--- config.mk ---
export PLATFORM = sky130hd
export DESIGN_NAME = seq_detect_ctrl
export DESIGN_NICKNAME = d
export VERILOG_FILES = /design/src/rtl/seq_detect_ctrl.sv
export SDC_FILE = /design/constraint.sdc
export NUM_CORES = 1
export LEC_CHECK = 0
export CORE_UTILIZATION = 52
export CTS_CLUSTER_DIAMETER = 80
export DETAILED_ROUTE_END_ITERATION = 8
export PLACE_DENSITY = 0.78
export SLEW_MARGIN = 15
export SYNTH_ARGS = -nofsm -noshare
export SYNTH_HDL_FRONTEND = slang
export SYNTH_SLANG_ARGS = --single-unit
--- constraint.sdc ---
create_clock -name clk -period 3.2 [get_ports clk]
set_input_delay 0.32 -clock clk [delete_from_list [all_inputs] [get_ports clk]]
set_output_delay 0.32 -clock clk [all_outputs]
set_load 0.02 [all_outputs]
--- src/rtl/seq_detect_ctrl.sv ---
// Frame serialiser with a runtime-programmable Mealy pattern detector (overlap allowed)
// and a per-frame saturating match counter.
module seq_detect_ctrl #(
  parameter int DATA_W  = 16,
  parameter int PAT_MAX = 8,
  parameter int CNT_W   = 8
) (
  input  logic                           clk,
  input  logic                           rst,
  input  logic                           cfg_we,
  input  logic [PAT_MAX-1:0]             cfg_pat,
  input  logic [$clog2(PAT_MAX+1)-1:0]   cfg_len,
  input  logic                           in_valid,
  output logic                           in_ready,
  input  logic [DATA_W-1:0]              in_data,
  output logic                           bit_valid,
  output logic                           bit_out,
  output logic                           det,
  output logic                           busy,
  output logic                           done,
  output logic [CNT_W-1:0]               match_cnt
);

  localparam int LEN_W  = $clog2(PAT_MAX+1);
  localparam int IDX_W  = $clog2(DATA_W);
  localparam int FILL_W = $clog2(PAT_MAX);
  localparam logic [LEN_W-1:0] RST_LEN = LEN_W'((PAT_MAX < 3) ? PAT_MAX : 3);

  typedef enum logic [1:0] {
    S_IDLE,
    S_SHIFT,
    S_DONE
  } state_e;

  state_e               state_q;
  logic [DATA_W-1:0]    data_q;
  logic [IDX_W-1:0]     idx_q;
  logic [PAT_MAX-1:0]   pat_q;
  logic [LEN_W-1:0]     len_q;
  logic [PAT_MAX-2:0]   hist_q;
  logic [FILL_W-1:0]    fill_q;
  logic [CNT_W-1:0]     cnt_q;
  logic                 bit_valid_q;
  logic                 bit_out_q;
  logic                 busy_q;
  logic                 done_q;

  logic [PAT_MAX-1:0]   window;
  logic [PAT_MAX-1:0]   mask;
  logic                 fill_ok;
  logic                 det_d;
  logic [LEN_W-1:0]     len_d;
  logic [PAT_MAX-2:0]   hist_d;
  logic [FILL_W-1:0]    fill_d;
  logic [CNT_W-1:0]     cnt_d;

  always_comb begin
    window = {hist_q, bit_out_q};
    mask   = '0;
    for (int unsigned i = 0; i < PAT_MAX; i++) begin
      mask[i] = (LEN_W'(i) < len_q);
    end
    // fill >= len-1 written as fill+1 >= len to avoid underflow
    fill_ok = (LEN_W'(fill_q) + LEN_W'(1)) >= len_q;
    det_d   = (state_q == S_SHIFT) && fill_ok && (((window ^ pat_q) & mask) == '0);

    if (cfg_len == '0) begin
      len_d = LEN_W'(1);
    end else if (cfg_len > LEN_W'(PAT_MAX)) begin
      len_d = LEN_W'(PAT_MAX);
    end else begin
      len_d = cfg_len;
    end

    hist_d = window[PAT_MAX-2:0];
    fill_d = (fill_q == FILL_W'(PAT_MAX-1)) ? fill_q : fill_q + FILL_W'(1);
    cnt_d  = (det_d && (cnt_q != '1)) ? cnt_q + CNT_W'(1) : cnt_q;
  end

  // Frame is held as a left-shifting register: bit_out_q always carries data[DATA_W-1-idx].
  always_ff @(posedge clk) begin
    if (rst) begin
      state_q     <= S_IDLE;
      data_q      <= '0;
      idx_q       <= '0;
      pat_q       <= PAT_MAX'(1);
      len_q       <= RST_LEN;
      hist_q      <= '0;
      fill_q      <= '0;
      cnt_q       <= '0;
      bit_valid_q <= 1'b0;
      bit_out_q   <= 1'b0;
      busy_q      <= 1'b0;
      done_q      <= 1'b0;
    end else begin
      case (state_q)
        S_IDLE: begin
          if (cfg_we) begin
            pat_q  <= cfg_pat;
            len_q  <= len_d;
            hist_q <= '0;
            fill_q <= '0;
          end else if (in_valid) begin
            data_q      <= {in_data[DATA_W-2:0], 1'b0};
            bit_out_q   <= in_data[DATA_W-1];
            idx_q       <= '0;
            cnt_q       <= '0;
            bit_valid_q <= 1'b1;
            busy_q      <= 1'b1;
            state_q     <= S_SHIFT;
          end
        end
        S_SHIFT: begin
          hist_q <= hist_d;
          fill_q <= fill_d;
          cnt_q  <= cnt_d;
          idx_q  <= idx_q + IDX_W'(1);
          if (idx_q == IDX_W'(DATA_W-1)) begin
            bit_valid_q <= 1'b0;
            bit_out_q   <= 1'b0;
            done_q      <= 1'b1;
            state_q     <= S_DONE;
          end else begin
            bit_out_q <= data_q[DATA_W-1];
            data_q    <= data_q << 1;
          end
        end
        S_DONE: begin
          done_q  <= 1'b0;
          busy_q  <= 1'b0;
          state_q <= S_IDLE;
        end
        default: begin
          state_q <= S_IDLE;
        end
      endcase
    end
  end

  assign in_ready  = (state_q == S_IDLE) && !cfg_we;
  assign bit_valid = bit_valid_q;
  assign bit_out   = bit_out_q;
  assign det       = det_d;
  assign busy      = busy_q;
  assign done      = done_q;
  assign match_cnt = cnt_q;

endmodule

# Word level (Yosys, flattened, before mapping)
# Cells that the tools add are included.
dict set report word_totals {
  rom_bits 0
  ram_bits 0
  regBits 56
  memories 0
  latch_bits 0
  output_inout_bits 14
}
dict set report op_classes {
  shifts 0
  n_reduce_logical 21
  mux 33
  n_addsub 4
  n_mul 0
  n_div 0
  magnitude_cmp 10
  bitwise 2
  n_eq_ne 12
}
# op count
set ops {}
lappend ops {{16-bit 2-to-1 mux} 3}
lappend ops {{16-bit case mux with 2 select lines} 1}
lappend ops {{8-bit 2-to-1 mux} 3}
lappend ops {{3-bit by 4-bit < comparator with 1-bit output, first input constant} 4}
lappend ops {{4-bit 2-to-1 mux} 4}
lappend ops {{8-bit case mux with 2 select lines} 1}
lappend ops {{7-bit case mux with 2 select lines} 1}
lappend ops {{3-bit AND reduction} 4}
lappend ops {{4-bit AND reduction} 3}
lappend ops {{2-bit != test, second input constant} 5}
lappend ops {{8-bit by 1-bit adder with 8-bit output, second input constant} 1}
lappend ops {{8-bit AND} 1}
lappend ops {{8-bit zero test} 1}
lappend ops {{1-bit by 4-bit < comparator with 1-bit output, first input constant} 2}
lappend ops {{2-bit by 4-bit < comparator with 1-bit output, first input constant} 2}
lappend ops {{8-bit != test, second input constant} 1}
lappend ops {{1-bit case mux with 2 select lines} 4}
lappend ops {{4-bit case mux with 2 select lines} 1}
lappend ops {{8-bit XOR} 1}
lappend ops {{1-bit 2-to-1 mux} 7}
lappend ops {{7-bit 2-to-1 mux} 1}
lappend ops {{2-bit 2-to-1 mux} 3}
lappend ops {{3-bit 2-to-1 mux} 2}
lappend ops {{3-bit case mux with 2 select lines} 1}
lappend ops {{17 further kinds} 25}

# Depth between registers and ports, before layout
# Gate-level depths: netlist of the first run.
dict set report depth {
  depth_word 7
  mapped_depth 9
  depth_no_buf 9
}

# Least setup slack after synthesis of the first run
# No wires, ideal clock.
dict set report synth_path {
  path_type {register to register}
  startpoint {register fill_q[0]}
  endpoint {register cnt_q[5], in the netlist match_cnt[5]}
  stages_incl_launch_ff 10
  setup_time_ns 0.114
  synth_period_minus_slack_ns 2.252
  path_slack_ns 0.948
  arrival_time_ns 2.138
  path_buffers 0
  path_cell_list {dfxtp_1 -> ha_1 -> ha_1 -> ha_1 -> o21a_1 -> o221ai_1 -> nor4_4 -> a31oi_1 -> o21bai_1 -> a21o_1}
}
dict set report synth_between {
  elab_chain_cells 7
}
# item line_no
set synth_lines {}
lappend synth_lines {{from (decl)} 41} ;# logic [FILL_W-1:0] fill_q;
lappend synth_lines {{from (signal assigned)} 115} ;# fill_q <= fill_d;
lappend synth_lines {{3-bit by 1-bit adder with 4-bit output} 64} ;# fill_ok = (LEN_W'(fill_q) + LEN_W'(1)) >= len_q;
lappend synth_lines {{4-bit greater-or-equal comparator} 64}
lappend synth_lines {{1-bit logical AND (2 in a row)} 65} ;# det_d = (state_q == S_SHIFT) && fill_ok && (((window ^ pat_q) & mask) == '0);
lappend synth_lines {{1-bit logical AND} 77} ;# cnt_d = (det_d && (cnt_q != '1)) ? cnt_q + CNT_W'(1) : cnt_q;
lappend synth_lines {{2-bit by 1-bit != test with 1-bit output (no line)} -}
lappend synth_lines {{4-bit AND reduction (no line)} -}
lappend synth_lines {{to (signal assigned)} 116} ;# cnt_q <= cnt_d;
lappend synth_lines {{to (decl)} 42} ;# logic [CNT_W-1:0] cnt_q;
# No other way between the ends.
# A chain may end at the register's enable or synchronous reset.

# Worst setup path after layout of the first run
dict set report layout_path {
  startpoint {register fill_q[0]}
  endpoint {output det}
}
dict set report layout_between {
  elab_chain_cells 4
}
# item line_no
set layout_lines {}
lappend layout_lines {{3-bit by 1-bit adder with 4-bit output} 64}
lappend layout_lines {{4-bit greater-or-equal comparator} 64}
lappend layout_lines {{1-bit logical AND (2 in a row)} 65}
lappend layout_lines {{to (decl)} 18} ;# output logic det,
# No other way between the ends.

==> results of run 1 <==
[sequential cells by signal (all words and copies together) (netlist names)]
name and cells:
busy 1, data_q 15, hist_q 7, pat_q 8, fill_q 3, len_q 4, done 1, bit_out 1
match_cnt 8, bit_valid 1, state_q 2, idx_q 4
[per-stage QoR]
stage | hold slack (ps) | cells | util | worst slack, ps
6_report | 476 | 421 | 0.667 | 349
5_1_grt | 504 | 421 | 0.667 | 241
4_1_cts | 478 | 420 | 0.665 | 58.5
3_5_place_dp | 465 | 412 | 0.643 | 415
3_3_place_gp | 462 | 412 | 0.643 | 457
2_1_floorplan | 431 | 314 | - | 948
[path summary, 6_finish.rpt]
path | slack [ps] | to | from | cells after the start
worst max-delay path | 350 | det | fill_q[0] | 8
worst min-delay path | 480 | pat_q[5] | pat_q[5] | 2
worst min register to register | 480 | pat_q[5] | pat_q[5] | 2
worst max register to register | 490 | match_cnt[5] | fill_q[0] | 10
[where the power goes]
group	internal (mW)	switching [mW]
Clock	0.198	0.218
Sequential	0.720	0.0283
Combinational	0.0992	0.113
[layout by cell type (no fill, tap or decap), drive strengths merged]
cell           instances
a2111oi                1
a211o                  1
a211oi                 2
a21o                   3
a21oi                 26
a22oi                  5
a311oi                15
a31oi                  4
a41oi                  1
and2                   3
and3                   3
and4                   1
buf                    5
clkbuf                 8
clkdlybuf4s50         44
dfxtp                 55
dlymetal6s2s           1
ha                     8
inv                    5
mux2                   1
nand2                 64
nand2b                 6
nand3                 12
nand3b                 2
nand4                  1
nand4b                 1
nor2                  37
nor2b                  3
nor3                   4
nor3b                  2
nor4                   4
o21a                   1
o21ai                  8
o21bai                 2
o221ai                 1
o22ai                  1
o32ai                  1
or2                    1
xnor2                  9
xor2                   2
[logic make-up after synthesis]
kind of cell | after synthesis
mux | 1
xor+xnor | 11
simple gates | 144
fa+ha+maj | 8
compound gates | 72
flops | 55
buf+inv | 23
[cells in the mapped netlist (all sizes together), types with 2 or more instances]
library cell  number  area (um2)
a211oi             2        15.0
a21o               3        22.5
a21oi             26         130
a22oi              5        37.5
a311oi            15         131
a31oi              4        25.0
and2               3        21.3
and3               3        20.0
buf                5        23.8
clkbuf            13        58.8
dfxtp             55        1100
ha                 8         100
inv                5        18.8
nand2             64         240
nand2b             6        37.5
nand3             12        60.1
nand3b             2        15.0
nor2              37         141
nor2b              3        18.8
nor3               4        20.0
nor3b              2        15.0
nor4               4        40.0
o21ai              8        40.0
o21bai             2        15.0
xnor2              9        78.8
xor2               2        17.5
[layer usage]
metal / track usage / vias to the layer above / wire [um] / share of wire
met5: 0 / - / 0 / 0
met4: 0.0763 / 0 / 74 / 0.013
met3: 0.0569 / 7 / 277 / 0.050
met2: 0.354 / 61 / 2580 / 0.47
met1: 0.314 / 1055 / 2590 / 0.47
li1: - / 1177 / - / -
[critical path: stages, from the launching register on]
cell,delay (ps)
dfxtp_1,350
ha_1,220
ha_1,290
ha_1,280
o21a_1,100
o221ai_1,160
nor4_4,380
and2_2,220
dlymetal6s2s_1,230
[area by class of cell]
class	count	area, um2
Inverter	5	18.8
Sequential cell	55	1100
Multi-Input combinational cell	236	1360
Fill cell	423	1570
Timing Repair Buffer	50	490
Clock buffer	8	100
Tap cell	67	83.8
[repair_timing]
action                                 CTS  global route
hold buffers                             0             0
buffers inserted                         0             1
setup endpoints to repair                0             1
gates resized for setup                  0             1
endpoints found under the hold margin    0             0
==> summary.txt, run 1 <==
Flow run
  – Maxcap violations: 0

Floorplan
  – Total I/O pin count: 46
  – Die Area: 0.00520 mm2
  – Die width: 72.1 um
  – Core area: 0.00472 mm2
  – Num rows: 25
  – Die height: 72.1 um
  – Initial Utilization: 0.541

Route
  – Total Wirelength: 5.52 mm
  – First drt pass iteration count: 4
  – DRC viols: 0
  – DR vias/cell: 5.46
  – Vias: 2300
  – Antenna viol nets, final: 0
  – Post-DR wirelength/cell: 13.1 um
  – DRT iter0 DRCs: 196

Synthesis
  – Post-synthesis mux area share: 0.00440
  – #FFs+latches synth: 55
  – Post-Syn Instances: 314
  – Total of warnings raised by yosys: 0
  – Mean Syn Cell Area: 8.14 um2
  – Dominant synthesized flop cell: dfxtp_1
  – Seq/Total Area, Yosys: 0.431
  – Largest family of logic cells by synthesized area: simple AND/OR/NAND/NOR gates
  – Number of flops mapped to enable cells by yosys: 0
  – Adder-cell share of the synthesized area: 0.0391
  – Complex-gate fraction of the synthesized area: 0.188
  – Post-Synth Simple-Gate Area: 0.261
  – Post-synth ARST share: 0
  – Xor/xnor share of the synthesized area: 0.0377
  – Mapped cell area: 0.00256 mm2
  – Syn_nets: 354
  – Synth unique cells: 46

STA
  – Fin crit share: 0.891
  – Fin. max-slew vios: 0
  – Rel. slew slack: 0.454
  – Clk_skew: 6.84 ps
  – Final Hold Viols: 0
  – Post-route minimum period: 2850 ps
  – Fin Setup TNS: 0 ps
  – Setup-failing EPs final: 0
  – Worst Max-Slew Pin Slew: 817 ps
  – Fmax: 351 MHz
  – Unrepaired setup endpoints after global routing: false

Layout
  – Syn-to-layout area delta: 23.1%
  – # diodes: 0
  – Nets@finish: 393
  – Final Instance Area: 0.00315 mm2
  – Layout cells sized above 1: 0.0621

Place
  – Final HPWL DP: 3.84 mm
  – GPL Wtd Cong: 0.863
  – Dpl cell area: 0.00304 mm2
  – I/O Buffers: 45

Global route
  – Vias in the first global route: 2005
  – Largest net degree at the start of global routing: 51
  – Total gr overflow: 0
  – Initial antenna violation count: 0
  – Total GRT Usage: 0.229
  – First-pass GRT wire length: 9.24 mm

Critical path
  – CP endpoint kind: output pin
  – Critical Path RT: 2880 ps
  – CP arrival: 2530 ps
  – Critical path class: register to output pin
  – Crit path launch type: register
  – CP Max Fanout: 5

Clocking
  – CTS root buf: clkbuf_8
  – Number of CTS-inserted buffers: 5
  – Clock transition at path regs: 90 ps
  – CTS Sinks: 55
  – CTS tree: yes
  – Worst skew pair latency: 310 ps
  – H-tree depth: 2
  – CTS max path bufs: 2

Pwr
  – LEAKAGE: 1.20 nW
  – Pwr/cell area: 437 mW/mm2
  – Overall Power: 1.38 mW
  – Max IR drop VDD: 0.232 mV

Min path
  – HP Class: register to register

Run status
  – Status: finished clean
(Power assumes the default switching activity.)
==> run 2, diff against run 1 <==
ABC_CLOCK_PERIOD_IN_PS = 3200   (was not set)
SKIP_CTS_REPAIR_TIMING = 1   (was not set)
==> results of run 2 <==
No change in the layout: final DEF, timing and power equal those of run 1.
==> run 3, diff against run 2 <==
CORE_UTILIZATION = 50   (was 52)
PLACE_DENSITY = 0.76   (was 0.78)
SETUP_SLACK_MARGIN = 0.02   (was not set)
==> summary.txt, run 3 (synthesized netlist as in run 1, its figures left out) <==
Layout
  – Largest register FFs: 15
  – Fill count: 444
  – Multi-input gate area: 0.00136 mm2
  – # diodes: 0
  – Commonest non-fill, non-tap cells in the layout: nand2_1, dfxtp_1, clkdlybuf4s50_1
  – Sequential Area: 0.00110 mm2
  – Layout cells sized above 1: 0.0595
  – Nets@finish: 394
  – Syn-to-layout area delta: 22.4%
  – Most common cell after layout, fill and taps aside: nand2_1
  – Largest reg by FF count: data_q

Critical path
  – R2R Path End: match_cnt[5]
  – CP arrival: 2500 ps
  – Critical path class: register to output pin
  – Critical path origin: fill_q[0]
  – CP Max Fanout: 5
  – Crit path launch type: register
  – Reg2reg setup slack: 540 ps
  – Reg2Reg Depth: 10
  – RR Startpoint: fill_q[0]
  – End of the critical path: det
  – Critical Path RT: 2880 ps
  – CP endpoint kind: output pin

Floorplan
  – Die width: 73.5 um
  – Die Area: 0.00541 mm2
  – Total I/O pin count: 46
  – Core area: 0.00482 mm2
  – Initial Utilization: 0.531
  – Die height: 73.5 um
  – Num rows: 25

Route
  – First drt pass iteration count: 4
  – Metal3 WL: 303 um
  – Post-DR wirelength/cell: 13.8 um
  – Total Wirelength: 5.80 mm
  – Highest Signal Layer: met4
  – Met2 WL: 2.70 mm
  – Antenna viol nets, final: 0
  – Vias: 2315
  – DRT iter0 DRCs: 236
  – DRC viols: 0
  – Met1 Wirelength: 2.74 mm
  – DR vias/cell: 5.51

Clocking
  – Number of CTS-inserted buffers: 5
  – Clock transition at path regs: 90 ps
  – CTS tree: yes
  – CTS root buf: clkbuf_8
  – Worst skew pair latency: 300 ps
  – CTS Sinks: 55
  – H-tree depth: 2
  – CTS max path bufs: 2

STA
  – Clk_skew: 4.22 ps
  – Fin Setup TNS: 0 ps
  – Fin crit share: 0.881
  – Post-route minimum period: 2820 ps
  – Setup-failing EPs final: 0
  – Worst Max-Slew Pin Slew: 847 ps
  – Fmax: 355 MHz
  – Hold Slack: 477 ps
  – Final Hold Viols: 0
  – Unrepaired setup endpoints after global routing: false
  – Rel. slew slack: 0.434
  – Fin. max-slew vios: 0

Pwr
  – Comb power frac: 0.163
  – Max IR drop VDD: 0.334 mV
  – Pwr/cell area: 420 mW/mm2
  – LEAKAGE: 1.19 nW
  – Internal: 0.965 mW
  – Psw: 0.348 mW
  – Switching Fraction: 0.265
  – Clock group share of total power: 0.268
  – Flop pwr share: 0.569

Global route
  – Total gr overflow: 0
  – Largest net degree at the start of global routing: 51
  – First-pass GRT wire length: 9.67 mm
  – Initial antenna violation count: 0
  – Total GRT Usage: 0.229
  – Vias in the first global route: 2105

Flow run
  – Maxcap violations: 0

Min path
  – HP Class: register to register
  – Hold depth: 2

Run status
  – Status: finished clean

Place
  – Final HPWL DP: 4.00 mm
  – I/O Buffers: 45
  – GPL Wtd Cong: 0.764
[run 3: cell types whose count changed in the layout (fill, tap and decap cells not counted), sizes merged]
cell,change
buf,+1
clkbuf,-2
[run 3: final cells by class]
| cell class | count | area share |
|---|---|---|
| flip-flops and latches | 55 | 0.352 |
| clock buffers | 6 | 0.0232 |
| repair buffers | 51 | 0.159 |
| inverters | 5 | 0.00600 |
| multi-input cells | 236 | 0.433 |
| well taps | 67 | 0.0268 |
[run 3: through the flow]
step	setup WS, ps	total power, mW	std cells	instance area [um2]	util
after global placement	453	0.971	412	3040	0.631
after floorplan	948	0.894	314	2560	-
after CTS	65.6	1.32	418	3110	0.646
after global routing	266	1.38	420	3130	0.650
after detailed placement	409	0.976	412	3040	0.631
final	380	1.31	420	3130	0.650
[run 3: worst min path at each step]
stage	startpoint	end	slack (ps)
4_1_cts	pat_q[2]	pat_q[2]	480
6_report	pat_q[4]	pat_q[4]	480
3_3_place_gp	data_q[3]	data_q[4]	460
3_5_place_dp	pat_q[1]	pat_q[1]	470
2_1_floorplan	cfg_len[3]	len_q[0]	430
5_1_grt	pat_q[5]	pat_q[5]	500
[run 3: layer usage]
layer | vias to the layer above | GRT usage
met3 | 5 | 0.0384
met2 | 53 | 0.368
li1 | 1177 | -
met1 | 1080 | 0.319
met4 | 0 | 0.0577
met5 | - | 0
[run 3: critical path, stage by stage, from the launching register on]
cell            delay, ps
dfxtp_1               360
ha_1                  210
ha_1                  300
ha_1                  280
o21a_1                110
o221ai_1              150
nor4_4                360
and2_2                220
dlymetal6s2s_1        220
[run 3: power groups by stage]
stage                     combinational (mW)  clock, mW  sequential [mW]
after floorplan                        0.135          0            0.759
after global placement                 0.209          0            0.762
after detailed placement               0.213          0            0.763
after CTS                              0.214      0.355            0.747
after global routing                   0.238      0.389            0.753
final                                  0.215      0.352            0.748
